**config.mk**
```make
export PLATFORM = sky130hd
export DESIGN_NAME = sync_fifo_flagged
export DESIGN_NICKNAME = d
export VERILOG_FILES = /design/src/rtl/sync_fifo_flagged.sv
export SDC_FILE = /design/constraint.sdc
export NUM_CORES = 1
export LEC_CHECK = 0
export ABC_AREA = 1
export CAP_MARGIN = 20
export CELL_PAD_IN_SITES_DETAIL_PLACEMENT = 0
export CELL_PAD_IN_SITES_GLOBAL_PLACEMENT = 1
export CORE_ASPECT_RATIO = 0.8
export CORE_MARGIN = 4
export CORE_UTILIZATION = 45
export CTS_CLUSTER_DIAMETER = 200
export DETAILED_ROUTE_END_ITERATION = 7
export HOLD_SLACK_MARGIN = 0.02
export PLACE_DENSITY_LB_ADDON = 0.3
export SYNTH_ARGS = -nofsm -noshare
export SYNTH_HDL_FRONTEND = slang
export SYNTH_SLANG_ARGS = --single-unit
export TNS_END_PERCENT = 100
```
**constraint.sdc**
```tcl
create_clock -name clk -period 3.2 [get_ports clk]
set_input_delay 0.64 -clock clk [delete_from_list [all_inputs] [get_ports clk]]
set_output_delay 0.64 -clock clk [all_outputs]
set_load 0.01 [all_outputs]
```
**src/rtl/sync_fifo_flagged.sv**
```systemverilog
// sync_fifo_flagged
//   Single-clock FIFO with an occupancy count, almost-full/almost-empty
//   thresholds, sticky overflow/underflow flags and a selectable read mode
//   (registered 1-cycle latency, or first-word-fall-through).
//
// Ports
//   clk          rising-edge clock for all state
//   rst_n        asynchronous active-low reset
//   w_en         write request; accepted when not full
//   data_in      write data
//   r_en         read request (FWFT=0) / head-word acknowledge (FWFT=1)
//   clr_err      synchronous clear of overflow and underflow
//   data_out     read data
//   full         FIFO holds DEPTH words
//   empty        FIFO holds no words
//   almost_full  count >= AFULL_THRESH
//   almost_empty count <= AEMPTY_THRESH
//   count        occupancy, 0..DEPTH
//   overflow     sticky: write attempted while full
//   underflow    sticky: read attempted while empty
module sync_fifo_flagged #(
    parameter int DEPTH         = 8,
    parameter int DATA_WIDTH    = 8,
    parameter int FWFT          = 0,
    parameter int AFULL_THRESH  = DEPTH - 2,
    parameter int AEMPTY_THRESH = 2,
    localparam int PTR_WIDTH    = $clog2(DEPTH)
) (
    input  logic                  clk,
    input  logic                  rst_n,
    input  logic                  w_en,
    input  logic [DATA_WIDTH-1:0] data_in,
    input  logic                  r_en,
    input  logic                  clr_err,
    output logic [DATA_WIDTH-1:0] data_out,
    output logic                  full,
    output logic                  empty,
    output logic                  almost_full,
    output logic                  almost_empty,
    output logic [PTR_WIDTH:0]    count,
    output logic                  overflow,
    output logic                  underflow
);

    // Thresholds sized to the count width so the compares are width-exact.
    localparam logic [PTR_WIDTH:0] AF_LIM = AFULL_THRESH[PTR_WIDTH:0];
    localparam logic [PTR_WIDTH:0] AE_LIM = AEMPTY_THRESH[PTR_WIDTH:0];

    logic [DATA_WIDTH-1:0] mem [DEPTH];
    logic [PTR_WIDTH:0]    wptr;
    logic [PTR_WIDTH:0]    rptr;
    logic                  wr_acc;
    logic                  rd_acc;

    // Flags come straight from the registered pointers; the extra MSB on each
    // pointer distinguishes full from empty when the address bits match.
    always_comb begin
        empty        = (wptr == rptr);
        full         = (wptr[PTR_WIDTH] != rptr[PTR_WIDTH]) &&
                       (wptr[PTR_WIDTH-1:0] == rptr[PTR_WIDTH-1:0]);
        count        = wptr - rptr;
        almost_full  = (count >= AF_LIM);
        almost_empty = (count <= AE_LIM);
        // No write-through on full and no bypass on empty: each side is gated
        // only by its own flag.
        wr_acc       = w_en && !full;
        rd_acc       = r_en && !empty;
    end

    always_ff @(posedge clk or negedge rst_n) begin
        if (!rst_n) begin
            wptr <= '0;
            rptr <= '0;
        end else begin
            if (wr_acc) wptr <= wptr + 1'b1;
            if (rd_acc) rptr <= rptr + 1'b1;
        end
    end

    // Storage is deliberately not reset.
    always_ff @(posedge clk) begin
        if (wr_acc) mem[wptr[PTR_WIDTH-1:0]] <= data_in;
    end

    // A set condition on the same edge as clr_err keeps the flag high.
    always_ff @(posedge clk or negedge rst_n) begin
        if (!rst_n) begin
            overflow  <= 1'b0;
            underflow <= 1'b0;
        end else begin
            if (w_en && full)  overflow <= 1'b1;
            else if (clr_err)  overflow <= 1'b0;
            if (r_en && empty) underflow <= 1'b1;
            else if (clr_err)  underflow <= 1'b0;
        end
    end

    generate
        if (FWFT != 0) begin : g_fwft
            // Head word is presented combinationally; zero while empty.
            always_comb begin
                data_out = '0;
                if (!empty) data_out = mem[rptr[PTR_WIDTH-1:0]];
            end
        end else begin : g_reg
            logic [DATA_WIDTH-1:0] data_q;

            always_ff @(posedge clk or negedge rst_n) begin
                if (!rst_n)      data_q <= '0;
                else if (rd_acc) data_q <= mem[rptr[PTR_WIDTH-1:0]];
            end

            assign data_out = data_q;
        end
    endgenerate

endmodule
```
==> flow_summary.toml, run 1 <==
[run_status]
status = "completed"

[floorplan]
die_h_um = 89.9
start_util_pct = 46.8
fp-row-count = 29
chipWidth_um = 110
ios = 31
design.die.area_um2 = 9910
core_area_um2 = 8060

[layout]
nets = 431
fillers = 724
layout-drive-gt1-share_pct = 14.4
area_growth_pct = 17.6
n_antenna_cell = 0
fin_util_pct = 55.0

[setup_path]
cp.required_ns = 2.56
worstSetupPathType = "reg -> out"
worstPathArrival_ns = 2.40
worstSetupEndpointType = "output port"
critPathLaunchType = "flip-flop"
crit_fanout = 5

[synth]
syn_area_um2 = 3770
yosysMostFrequentCell = "nand2_1"
syn_avg_cell_area_um2 = 10.2
yosys.area_share.simple_pct = 23.5
synthDistinctLibCells = 25
syn_inst = 371
synthAdderAreaFrac_pct = 2.19
synth_compound_area_share_pct = 1.36
synthArstFlopShare_pct = 22.0
synth_ff_type = "edfxtp_1"
synth_common_cells = "nand2_1 (113), edfxtp_1 (64), inv_1 (60)"
ys_ff_latch = 82
synth_xor_area_share_pct = 0.929
synth_top_area_cell = "edfxtp_1"
seq_area_frac_synth_pct = 62.9
yosysWarnings = 0
synthMuxAreaShare_pct = 0
synthTopCellsByArea = "edfxtp_1 (51%), dfrtp_1 (12%), nand2_1 (11%), inv_1 (6.0%), nand3_1 (5.8%)"
synth-edff-count = 64
synth_top_family_by_area = "simple AND/OR/NAND/NOR gates"
synth_top_area_share_pct = 51.0
syn-num-nets = 390

[grt]
met1_usage_pct = 22.8
grt.overflow.total = 0
grt_util_met3_pct = 4.15
grt_pass1_vias = 2402
grt_busiest_layer = "met2"
antenna_found_initial = 0
met2_usage_pct = 25.5
grt_first_pass_wirelength_um = 12300
grt_max_degree = 36
grt_usage_pct = 16.5

[place]
gp_congestion = 0.806
post-dp-hpwl_um = 4920
io_buffers = 30

[clock_network]
ctsLongestPathBuffers = 2
clock_sinks = 82
clk-insertion-delay-late_ns = 0.35
cts_tree = "built"
cts.reportedPaths.clkPinSlew_ns = 0.09
h-tree-depth = 3
post_cts_buffers = 0
cts_buffers = 9
hold_buffers = 0
cts-root-buf = "clkbuf_8"
ctsResizeCount = 0

[pwr]
internal_power_uw = 2660
p_clk_share_pct = 18.1
p_switching_uw = 1670
swShare_pct = 38.6
p_comb_share_pct = 47.2
p_leak_uw = 0.00196
power_density_nw_per_um2 = 976
pwr-share-seq_pct = 34.7
ir_drop_mv = 0.813

[sta]
finalCritPeriodShare_pct = 95.1
setup_viol_count_final = 0
tightest_slew_ns = 0.830
fin_worst_skew_ns = 0.0121
setup_tns_ns = 0
layout_min_cycle_time_ns = 3.04
rsz0062_at_grt = "no"
relSlewSlack_pct = 44.5
timing.fmax_ghz = 0.328
hold_viol = 0
slew_violations = 0

[drt]
wirelength_um = 7680
drt.antenna.violating_nets = 0
drc = 0
avgViaCountPerCell = 4.77
drtPass1Iterations = 4
wl_per_cell_um = 14.6
vias = 2503
drt_iter0_drc = 146

[hold_path]
min_path_type = "reg -> reg"

[flow_run]
max-cap-violations = 0
==> metal layers <==
metal / vias up / part of all wire (%)
met2: 37 / 47
met1: 1191 / 47
met4: 0 / 2.3
li1: 1259 / -
met5: - / 0
met3: 16 / 4.4
==> cells in the final DEF (no fill, tap or decap), drive strengths merged <==
| cell type | Yosys | layout |
|---|---|---|
| ha | 5 | 5 |
| clkinvlp | 0 | 1 |
| buf | 12 | 12 |
| inv | 66 | 66 |
| clkbuf | 0 | 12 |
| clkdlybuf4s50 | 0 | 30 |
| xor2 | 4 | 4 |
| fa | 1 | 1 |
| nor2 | 11 | 11 |
| edfxtp | 64 | 64 |
| a21oi | 1 | 1 |
| bufinv | 0 | 1 |
| o211ai | 1 | 1 |
| o21ai | 7 | 7 |
| clkinv | 1 | 3 |
| dfrtp | 18 | 18 |
| nand3 | 54 | 54 |
| or2 | 1 | 1 |
| nand2 | 125 | 125 |
==> critical path, cell delays in order (launching register included) <==
cell and delay, ns:
dfrtp_1 0.42, inv_1 0.08, ha_1 0.22, fa_1 0.41, xor2_2 0.18, o21ai_0 0.11
nor2_1 0.11, clkdlybuf4s50_1 0.54
==> final timing paths <==
path                                    startpoint                       to  slack (ns)  depth (start not counted)
max                            wptr[0]$_DFFE_PN0P_             almost_empty        0.16                          7
min                        data_out[6]$_DFFE_PN0P_  data_out[6]$_DFFE_PN0P_        0.50                          2
max reg2reg                    rptr[2]$_DFFE_PN0P_      mem[4][3]$_DFFE_PP_        1.02                          8
min reg2reg                data_out[6]$_DFFE_PN0P_  data_out[6]$_DFFE_PN0P_        0.50                          2
max in group asynchronous                    rst_n      rptr[0]$_DFFE_PN0P_        1.92                          1
min in group asynchronous                    rst_n  data_out[6]$_DFFE_PN0P_        0.76                          1
==> stage by stage <==
stage	hold WS [ns]	instance area, µm²	total power (µW)	instances	worst slack, ns
after floorplan	0.344	3770	2800	371	0.773
after global placement	0.479	4210	3540	509	0.542
after detailed placement	0.480	4210	3570	509	0.486
after CTS	0.503	4420	4360	525	0.0847
after global routing	0.524	4430	4640	525	0.0314
final	0.498	4430	4330	525	0.156
==> layout make-up <==
cell class	instances	area (µm²)	area share [%]
sequential	82	2370	53.5
multi-input combinational	210	1060	24.0
timing repair buffer	42	390	8.81
inverter	67	256	5.79
clock buffer	12	166	3.75
tap	108	135	3.05
clock inverter	4	47.5	1.07
==> kinds of logic after synthesis <==
kind of cell             Yosys count
XOR/XNOR                           4
AND/OR/NAND/NOR                  191
buffers and inverters             79
flip-flops                        82
adder cells (fa/ha/maj)            6
AO/OA/AOI/OAI                      9
==> registers in the layout (all words and copies together), names as in the netlist <==
| signal | flops |
|---|---|
| data_out | 8 |
| underflow | 1 |
| rptr | 4 |
| mem | 64 |
| wptr | 4 |
| overflow | 1 |
==> power by group through the flow <==
stage                     clock, µW  combinational, µW  sequential (µW)
after global placement            0               2020             1520
after detailed placement          0               2050             1520
after floorplan                   0               1260             1540
after global routing            854               2260             1520
after CTS                       802               2050             1500
final                           785               2040             1500
No activity file was read; power rests on OpenSTA's default activity.
==> run 2, diff against run 1 <==
- CORE_ASPECT_RATIO: 0.8 -> not set
- CORE_MARGIN: 4 -> not set
==> run 2 against run 1 <==
Wire length down 0.59%. Sequential cell count unchanged. Register-to-register slack better by 0.14 ns. Largest cell class unchanged. Largest power group unchanged.
==> flow_summary.toml, run 2 (synthesis results as in run 1) <==
[run_status]
status = "completed"

[clock_network]
clock_sinks = 82
cts.reportedPaths.clkPinSlew_ns = 0.08
clk-insertion-delay-late_ns = 0.35
ctsLongestPathBuffers = 2
cts_buffers = 9
h-tree-depth = 3
cts_tree = "built"
cts-root-buf = "clkbuf_8"

[drt]
drt_iter0_drc = 141
wl_per_cell_um = 14.5
drt.antenna.violating_nets = 0
vias = 2461
drtPass1Iterations = 5
drc = 0
wirelength_um = 7630
avgViaCountPerCell = 4.68

[sta]
fin_worst_skew_ns = 0.00830
tightest_slew_ns = 0.839
finalCritPeriodShare_pct = 95.1
layout_min_cycle_time_ns = 3.04
relSlewSlack_pct = 43.9
hold_viol = 0
timing.fmax_ghz = 0.329
setup_viol_count_final = 0
setup_tns_ns = 0
slew_violations = 0

[flow_run]
max-cap-violations = 0

[place]
gp_congestion = 0.795
io_buffers = 30
post-dp-hpwl_um = 4980

[hold_path]
holdCritStartpoint = "data_out[4]$_DFFE_PN0P_"
min_path_type = "reg -> reg"

[floorplan]
core_area_um2 = 8180
die_h_um = 93.5
fp-row-count = 33
design.die.area_um2 = 8750
start_util_pct = 46.1
chipWidth_um = 93.5
ios = 31

[layout]
fin_util_pct = 54.4
largest_reg_flops = 64
area_growth_pct = 17.9
n_antenna_cell = 0
final_cell_mix = "nand2_1 (113), edfxtp_1 (64), inv_1 (60)"
final_common_cell = "nand2_1"
layout-drive-gt1-share_pct = 15.4
nets = 435
fillers = 726

[pwr]
power_density_nw_per_um2 = 979
p_leak_uw = 0.00197
total_power_uw = 4350
ir_drop_mv = 0.402

[setup_path]
crit_chain = "inv_1 -> ha_1 -> fa_1 -> xor2_2 -> o211ai_1 -> clkdlybuf4s50_1"
cpLargestDelayFamily = "buffers and inverters"
crit_buf_inv = 2
regToRegStartpoint = "wptr[2]$_DFFE_PN0P_"
worstSetupEndpointType = "output port"
max_stage_delay_ns = 0.57
cp.required_ns = 2.56
worstPathArrival_ns = 2.40
critPathLaunchType = "flip-flop"
worstSetupPathType = "reg -> out"
crit_start = "wptr[0]$_DFFE_PN0P_"
critPathSlowestCell = "clkdlybuf4s50_1"
crit_fanout = 4

[grt]
grt_pass1_vias = 2432
grt_first_pass_wirelength_um = 12500
grt_usage_pct = 20.0
grt_max_degree = 36
antenna_found_initial = 0
grt.overflow.total = 0
==> run 2: per-layer routing <==
metal | up-vias | GRT usage [%] | share of wire [%]
li1 | 1273 | - | -
met1 | 1127 | 25.8 | 45
met2 | 48 | 32.8 | 49
met3 | 13 | 3.41 | 3.1
met4 | 0 | 9.74 | 2.6
met5 | - | 0 | 0
==> run 2: path summary, 6_finish.rpt <==
check / end / slack [ns] / cells past startpoint
min in group asynchronous: data_out[2]$_DFFE_PN0P_ / 0.76 / 1
worst max register to register: mem[4][4]$_DFFE_PP_ / 1.16 / 7
worst max-delay path: almost_full / 0.16 / 6
worst min-delay path: data_out[4]$_DFFE_PN0P_ / 0.50 / 2
worst min register to register: data_out[4]$_DFFE_PN0P_ / 0.50 / 2
max in group asynchronous: rptr[0]$_DFFE_PN0P_ / 1.92 / 1
==> run 2: power breakdown <==
| group | total [µW] | internal [µW] | switching [µW] |
|---|---|---|---|
| combinational | 2100 | 885 | 1220 |
| sequential | 1500 | 1400 | 106 |
| clock | 750 | 365 | 384 |
| total | 4350 | 2650 | 1710 |
==> run 2: cell type report <==
cell class              instances  area, µm²  area share [%]
flip-flops and latches         82       2370            53.4
multi-input cells             210       1060            23.9
repair buffers                 46        420            9.46
inverters                      67        256            5.77
well taps                     105        131            2.96
clock buffers                   9        124            2.79
clock inverters                 7       77.6            1.75
==> run 2: worst min-delay path: stages (launching register included) <==
cell and delay [ns]:
dfrtp_1 0.35, nand2_1 0.07, nand2_2 0.05
==> run 2: through the flow <==
stage | hold slack, ns | setup WS, ns | cell area, µm² | std cells
after detailed placement | 0.487 | 0.497 | 4210 | 507
after floorplan | 0.344 | 0.773 | 3770 | 371
final | 0.499 | 0.156 | 4450 | 526
after CTS | 0.507 | 0.101 | 4420 | 523
after global routing | 0.530 | -0.00435 | 4450 | 526
after global placement | 0.477 | 0.525 | 4210 | 507
==> run 2: timing repair <==
| action | in CTS | in global routing |
|---|---|---|
| setup buffers | 0 | 3 |
| resized for setup | 0 | 1 |
| hold buffers | 0 | 0 |
| endpoints found under the setup margin | 0 | 1 |
